## config.mk

```make
export PLATFORM = sky130hd
export DESIGN_NAME = alu_seq
export DESIGN_NICKNAME = d
export VERILOG_FILES = /design/src/rtl/alu_seq_pkg.sv /design/src/rtl/alu_seq_wdog.sv /design/src/rtl/alu_seq.sv
export SDC_FILE = /design/constraint.sdc
export NUM_CORES = 1
export LEC_CHECK = 0
export ABC_AREA = 1
export ABC_CLOCK_PERIOD_IN_PS = 1550
export CAP_MARGIN = 20
export CORE_AREA = 2 2 115 128
export DETAILED_ROUTE_END_ITERATION = 8
export DIE_AREA = 0 0 117 130
export HOLD_SLACK_MARGIN = 0.02
export PLACE_DENSITY = 0.69
export SETUP_SLACK_MARGIN = 0.4
export SYNTH_ARGS = -nofsm -noshare
export SYNTH_HDL_FRONTEND = slang
export SYNTH_HIERARCHICAL = 1
export SYNTH_SLANG_ARGS = --single-unit
export TNS_END_PERCENT = 1
```

## constraint.sdc

```tcl
create_clock -name clk -period 1.55 [get_ports clk]
set_clock_uncertainty 0.15 [all_clocks]
set_input_delay 0.3875 -clock clk [delete_from_list [all_inputs] [get_ports clk]]
set_output_delay 0.3875 -clock clk [all_outputs]
set_load 0.02 [all_outputs]
```

## src/rtl/alu_seq_pkg.sv

```systemverilog
// Shared opcodes, FSM state encoding and defaults for the ALU operand/command sequencer.
package alu_seq_pkg;

  localparam logic [2:0] OP_AND = 3'b000;
  localparam logic [2:0] OP_OR  = 3'b001;
  localparam logic [2:0] OP_XOR = 3'b010;
  localparam logic [2:0] OP_NOR = 3'b011;
  localparam logic [2:0] OP_LT  = 3'b100;
  localparam logic [2:0] OP_ADD = 3'b101;
  localparam logic [2:0] OP_SUB = 3'b110;
  localparam logic [2:0] OP_MOD = 3'b111;

  localparam int unsigned DEF_TIMEOUT_CYCLES = 64;

  typedef enum logic [2:0] {
    StIdle,
    StExec,
    StStart,
    StWait,
    StResp
  } state_e;

endpackage

```

## src/rtl/alu_seq_wdog.sv

```systemverilog
// Loadable down-counter guarding the mod wait; expired is high once the count reaches zero.
// Loading CYCLES-1 on WAIT entry makes the CYCLES-th WAIT cycle the one that sees expiry.
module alu_seq_wdog #(
  parameter int unsigned CYCLES = 64
) (
  input  logic clk,
  input  logic reset,
  input  logic load,
  input  logic en,
  output logic expired
);

  localparam int unsigned CntW = (CYCLES > 1) ? $clog2(CYCLES) : 1;
  localparam logic [CntW-1:0] LoadVal = CntW'(CYCLES - 1);

  logic [CntW-1:0] cnt_q;

  // Reload on entry, then count down while enabled, saturating at zero.
  always_ff @(posedge clk) begin
    if (!reset) begin
      cnt_q <= '0;
    end else if (load) begin
      cnt_q <= LoadVal;
    end else if (en && (cnt_q != '0)) begin
      cnt_q <= cnt_q - 1'b1;
    end
  end

  assign expired = (cnt_q == '0);

endmodule

```

## src/rtl/alu_seq.sv

```systemverilog
// Operand/command sequencer in front of the ALU: one command at a time, registered ALU
// inputs, start/done handshake for MOD, and a held result register.
// Optional mod watchdog compiled in with `define ALU_SEQ_TIMEOUT_EN.
module alu_seq
  import alu_seq_pkg::*;
#(
  parameter int unsigned WIDTH          = 32,
  parameter int unsigned TIMEOUT_CYCLES = DEF_TIMEOUT_CYCLES
) (
  input  logic             clk,
  input  logic             reset,
  input  logic             in_valid,
  output logic             in_ready,
  input  logic [WIDTH-1:0] in_a,
  input  logic [WIDTH-1:0] in_b,
  input  logic [2:0]       in_op,
  output logic             out_valid,
  input  logic             out_ready,
  output logic [WIDTH-1:0] out_res,
  output logic             out_carry,
  output logic             out_err,
  output logic [WIDTH-1:0] alu_a,
  output logic [WIDTH-1:0] alu_b,
  output logic [2:0]       alu_op,
  output logic             alu_start,
  input  logic [WIDTH-1:0] alu_res,
  input  logic             alu_done,
  input  logic             alu_carry,
  output logic [15:0]      op_count
);

  state_e state_q, state_d;

  logic [WIDTH-1:0] alu_a_q, alu_b_q, out_res_q;
  logic [2:0]       alu_op_q;
  logic             out_carry_q;
  logic [15:0]      op_count_q;
  logic             timeout;

`ifdef ALU_SEQ_TIMEOUT_EN
  logic wdog_expired;
  logic out_err_q;

  alu_seq_wdog #(
    .CYCLES(TIMEOUT_CYCLES)
  ) u_wdog (
    .clk    (clk),
    .reset  (reset),
    .load   (state_q == StStart),
    .en     (state_q == StWait),
    .expired(wdog_expired)
  );

  assign timeout = wdog_expired;

  // Error flag set on a mod timeout, cleared when the result is consumed.
  always_ff @(posedge clk) begin
    if (!reset) begin
      out_err_q <= 1'b0;
    end else if ((state_q == StWait) && !alu_done && timeout) begin
      out_err_q <= 1'b1;
    end else if ((state_q == StResp) && out_ready) begin
      out_err_q <= 1'b0;
    end
  end

  assign out_err = out_err_q;
`else
  logic unused_timeout_cycles;
  assign unused_timeout_cycles = ^TIMEOUT_CYCLES;
  assign timeout = 1'b0;
  assign out_err = 1'b0;
`endif

  // State register.
  always_ff @(posedge clk) begin
    if (!reset) begin
      state_q <= StIdle;
    end else begin
      state_q <= state_d;
    end
  end

  // Next-state logic; done is only looked at in WAIT so a stale done cannot skip the wait.
  always_comb begin
    state_d = state_q;
    case (state_q)
      StIdle:  if (in_valid) state_d = (in_op == OP_MOD) ? StStart : StExec;
      StExec:  state_d = StResp;
      StStart: state_d = StWait;
      StWait:  if (alu_done || timeout) state_d = StResp;
      StResp:  if (out_ready) state_d = StIdle;
      default: state_d = StIdle;
    endcase
  end

  // Operand latch on accept, result capture, and completed-op counter.
  always_ff @(posedge clk) begin
    if (!reset) begin
      alu_a_q     <= '0;
      alu_b_q     <= '0;
      alu_op_q    <= OP_AND;
      out_res_q   <= '0;
      out_carry_q <= 1'b0;
      op_count_q  <= '0;
    end else begin
      case (state_q)
        StIdle: begin
          if (in_valid) begin
            alu_a_q  <= in_a;
            alu_b_q  <= in_b;
            alu_op_q <= in_op;
          end
        end
        StExec: begin
          out_res_q   <= alu_res;
          out_carry_q <= (alu_op_q == OP_ADD) && alu_carry;
        end
        StWait: begin
          if (alu_done) begin
            out_res_q   <= alu_res;
            out_carry_q <= 1'b0;
          end else if (timeout) begin
            out_res_q   <= '0;
            out_carry_q <= 1'b0;
          end
        end
        StResp: begin
          if (out_ready) op_count_q <= op_count_q + 16'd1;
        end
        default: ;
      endcase
    end
  end

  assign in_ready  = (state_q == StIdle);
  assign out_valid = (state_q == StResp);
  assign alu_start = (state_q == StStart);
  assign alu_a     = alu_a_q;
  assign alu_b     = alu_b_q;
  assign alu_op    = alu_op_q;
  assign out_res   = out_res_q;
  assign out_carry = out_carry_q;
  assign op_count  = op_count_q;

endmodule
```

# Word level (Yosys, flattened, before mapping)
# Index checks and enable logic that the tools add are counted.
# totals
wordCells	33
ram_bits	0
output_inout_bits	120
inputBits	105
rom_bits	0
regBits	119
n_memories	0
latchBits	0
# op_classes
mux	9
n_lt_le_gt_ge	0
mul	0
shift	0
n_bitwise	0
n_div	0
reduce_logical	7
addsub	1
n_eq_ne	9
# op_table
op	count
$pmux W32 S2	1
$mux W32	1
$add A16 B1 Y16 const B	1
$pmux W3 S5	1
$eq A3 B3 Y1 const B	3
$mux W3	3
$eq A3 B2 Y1 const B	2
$reduce_and A2 Y1	3
$ne A2 B2 Y1 const B	2
$eq A3 B1 Y1 const B	1
$logic_not A3 Y1	1
$reduce_and A3 Y1	1
$mux W2	1
$ne A2 B1 Y1 const B	1
$pmux W1 S2	1
$reduce_bool A2 Y1	1
$logic_and A1 B1 Y1	1
$mux W1	1

# Longest topological paths before layout
# depth
ltp_word	4
depth_mapped	9
ltp_nobuf	9

# Worst setup path after synthesis
# Ideal clock, no wire load.
# synth_path
path_type	reg-to-reg
startpoint	reg op_count_q[1] (netlist: op_count[1])
endpoint	reg op_count_q[10] (netlist: op_count[10])
t_arrival_ns	1.364
slack_ns	-0.080
stages_incl_launch_ff	9
required_ns	1.283
path_buffers	0
setup_time_ns	0.117
synth_period_minus_slack_ns	1.630
cell_sequence	dfxtp_1 ha_1 nand2_1 nor2_1 nand2_1 nor2_4 nand2_1 nor3_1 nor2_1
# synth_between
elab_chain_cells	1
# synth_lines
item	line	text
start: declaration	alu_seq.sv:37	logic [15:0] op_count_q;
start signal: assignment	alu_seq.sv:129	if (out_ready) op_count_q <= op_count_q + 16'd1;
$add A16 B1 Y16	alu_seq.sv:129	
# No other way between the ends.
# A chain may end at the register's enable or synchronous reset.

# Worst setup path in the final report
# layout_path
startpoint	reg state_q[0]
endpoint	out alu_start
# layout_between
elab_chain_cells	1
# layout_lines
item	line	text
start: declaration	alu_seq.sv:32	state_e state_q, state_d;
start signal: assignment	alu_seq.sv:78	state_q <= StIdle;
start signal: assignment	alu_seq.sv:80	state_q <= state_d;
$eq A3 B2 Y1	alu_seq.sv:138	assign alu_start = (state_q == StStart);
end: declaration	alu_seq.sv:25	output logic alu_start,
# No other way between the ends.

==> results.txt <==
----------------------------------------------------
[Cells and area]
  Final Util ... 62.7%
  Most common cell after layout, fill and taps aside ... sky130_fd_sc_hd__buf_6
  Final cell count without fillers ... between 1k and 1.5k
  Layout cells sized above 1 ... 50.5%
  Area growth from synthesis to final layout ... 85.7%
  Most frequent cells in the layout ... sky130_fd_sc_hd__buf_6 (123), sky130_fd_sc_hd__dfxtp_2 (109), sky130_fd_sc_hd__clkdlybuf4s50_1 (103)
  Total number of nets in the final design ... 961
  Layout Cell Area excl Fill ... 8840 sq um
  Ant diodes ... 0
  Filler cell count ... roughly 1.2k

[Worst setup path]
  Critical Path Source Type ... flop
  Crit path required time ... 1.01 ns
  CP endpoint kind ... primary output
  Number of buffers and inverters on the critical path ... 3
  FF-to-FF Start ... state_q[2]$_SDFFE_PN0P_
  Top Family by Delay on Critical Path ... flip-flops
  Start-to-end type of the worst setup path ... flop to primary output
  Master of the slowest instance on the critical path ... sky130_fd_sc_hd__dfxtp_4
  Largest incremental delay on the critical path ... 0.36 ns
  Arr. time, crit path ... 1.21 ns
  Largest driver fanout on the critical path ... 3
  Ordered cell list for the critical path ... nor2_4, buf_6, inv_4, nor2_4, buf_6
  Launching element of the worst setup path ... state_q[0]$_SDFFE_PN0P_

[Placement]
  Placed standard-cell area ... 7440 sq um
  DP Cell Count ... 1,025
  Placed wire-length estimate after detailed placement ... around 10 mm
  Count of input and output buffers ... 223
  Final RePlAce weighted congestion ... roughly 0.83

[Drt]
  Number of DRC markers in iteration 0 ... 214
  Via-to-Cell Ratio ... about 4.7
  DRT antenna net count ... 0
  DRT Wirelength ... 15.0 mm
  Routed wire per std cell ... 14.2 um
  Residual DRC ... 0
  Total vias in the final route ... ~5k
  Initial DRT Pass Iterations ... 4

[Floorplan]
  Horizontal extent of the die ... roughly 120 um
  Row cnt ... 46
  I/O pin cnt ... 225
  Full die area ... 15,200 sq um
  Starting density of the core ... between 30% and 40%
  Die H ... 130 um
  Total core area ... 14,100 sq um

[Timing]
  Minimum setup slack in the final design ... -0.194 ns
  Unrepaired setup endpoints after global routing ... yes
  Final worst path period share ... 113%
  Number of pins with negative max-slew slack in the final report ... 0
  Fin. Hold Viols ... 0
  Final min period ... 1.74 ns
  Number of setup violations in the final report ... 3
  Maximum clock frequency ... 573 MHz

[Clocking]
  Clock latency on the worst-skew pair ... between 0.4 and 0.5 ns
  Clock-pin slew reported for the worst setup and hold paths after clock tree synthesis ... about 0.050 ns
  CTS root buf ... sky130_fd_sc_hd__clkbuf_16
  TritonCTS clock tree ... done
  Number of buffers added by the clock tree synthesis step ... 17
  Sinks on Clock Net ... 119
  Clock Tree Buf Depth ... 2
  Number of H-tree branching levels ... 4
  # hold bufs at CTS ... 0

[GRT]
  All-layer global routing usage ... a little under 20%
  Leftover overflow at the end of global routing ... 0
  Pin count of the biggest net entering global routing ... 44
  Via count of the first global-routing pass ... 4,764
  Global-route wire length before repair ... 23.5 mm
  Antenna violations before repair ... 0

[Min path]
  Start point of the worst hold path ... in_valid
  Worst hold path class ... input pin to flop

[Logic synthesis]
  Mapped Area ... 4760 sq um
  Area fraction of the dominant cell type after synthesis ... 50.1%
  Number of register bits inferred by synthesis ... 119
  Warning count from the yosys run ... 6
  Cells taking the most area after synthesis ... sky130_fd_sc_hd__dfxtp_1 (50%), sky130_fd_sc_hd__nor2_1 (8.0%), sky130_fd_sc_hd__nand3_1 (8.0%)
  Portion of the post-synthesis area used by sequential elements ... 50.1%
  Synthesized area divided by synthesized cell count ... 7.83 sq um
  Post-synth net total ... a little over 700
  Cell taking the most area after synthesis ... sky130_fd_sc_hd__dfxtp_1
  Distinct cell type count after synthesis ... 30
  Number of instances in the synthesized netlist ... 608

[Status]
  Violations in the final reports ... setup timing
  Run status ... finished with violations

[Run]
  Max-capacitance violation count ... 0

[Power]
  Cell Pwr Density ... approximately 1500 nW/um^2
  VDD IR max ... 0.000787 V
  Leakage power total ... 3.51 nW

----------------------------------------------------
[registers in the layout (all words and copies together) (netlist names)]
register,cells
alu_b,32
out_res,32
op_count,16
out_carry,1
state_q,3
alu_op,3
alu_a,32
[through the flow]
stage	hold slack [ns]	total power [mW]	setup WS [ns]	TNS (ns)
2_1_floorplan	0.362	6.15	0.144	0
3_3_place_gp	0.296	7.97	-0.247	-18.14
3_5_place_dp	0.299	7.99	-0.279	-20.19
4_1_cts	0.265	13.1	-0.255	-0.605
5_1_grt	0.297	13.8	-0.253	-2.15
6_report	0.278	13.1	-0.194	-0.427
[synthesized netlist by cell type (all sizes together)]
library cell / count
o21ai: 38
xnor2: 1
or2: 1
ha: 1
nand2: 105
nand3: 77
nor3b: 1
conb: 1
buf: 23
nand4: 8
dfxtp: 119
clkbuf: 17
inv: 29
nor2: 105
nor3: 5
a21oi: 77
[worst register-to-register path, delay by kind of cell, from the launching register on]
family,cells,cell delay [ns]
DFF,1,0.34
buffers and inverters,4,0.52
and+or+nand+nor,3,0.42
[layout make-up]
| type | count | area (sq um) | area share, % |
|---|---|---|---|
| timing repair buffer | 268 | 2870 | 32.4 |
| sequential | 119 | 2540 | 28.7 |
| multi-input combinational | 420 | 2440 | 27.6 |
| clock buffer | 24 | 534 | 6.04 |
| tap | 192 | 240 | 2.72 |
| inverter | 29 | 114 | 1.29 |
| clock inverter | 7 | 110 | 1.25 |
[worst paths after layout]
path / endpoint / slack (ns) / cells past startpoint
worst min-delay path: alu_op[0]$_SDFFE_PN0P_ / 0.28 / 3
worst max register to register: out_res[20]$_SDFFE_PN0P_ / 0.01 / 7
worst min register to register: alu_a[14]$_SDFFE_PN0P_ / 0.31 / 2
worst max-delay path: alu_start / -0.19 / 5
[report_power, final]
group | leakage [nW] | switching (mW) | total [mW] | internal, mW
Clock | 0.322 | 1.36 | 4.23 | 2.87
Combinational | 2.17 | 2.51 | 4.76 | 2.25
Sequential | 1.02 | 0.403 | 4.10 | 3.70
[logic make-up after synthesis]
logic type | count (synthesis) | share of synthesized area [%]
compound gates | 115 | 13.7
xor+xnor | 1 | 0.184
fa+ha+maj | 1 | 0.263
buf+inv | 69 | 7.07
flops | 119 | 50.1
other cells | 1 | 0.0788
simple gates | 302 | 28.7
[timing repair]
item	4_1_cts	5_1_grt
gates resized for setup	907	41
setup endpoints to repair	238	238
pin swaps	79	35
buffers inserted	1	2
[metal layers]
metal	vias to the layer above	share of wire (%)	GRT usage, %
met5	-	0	0
met3	27	8.1	6.64
met4	0	2.2	8.65
li1	2494	-	-
met1	2312	40	22.7
met2	172	49	33.8
(Power assumes the default switching activity.)
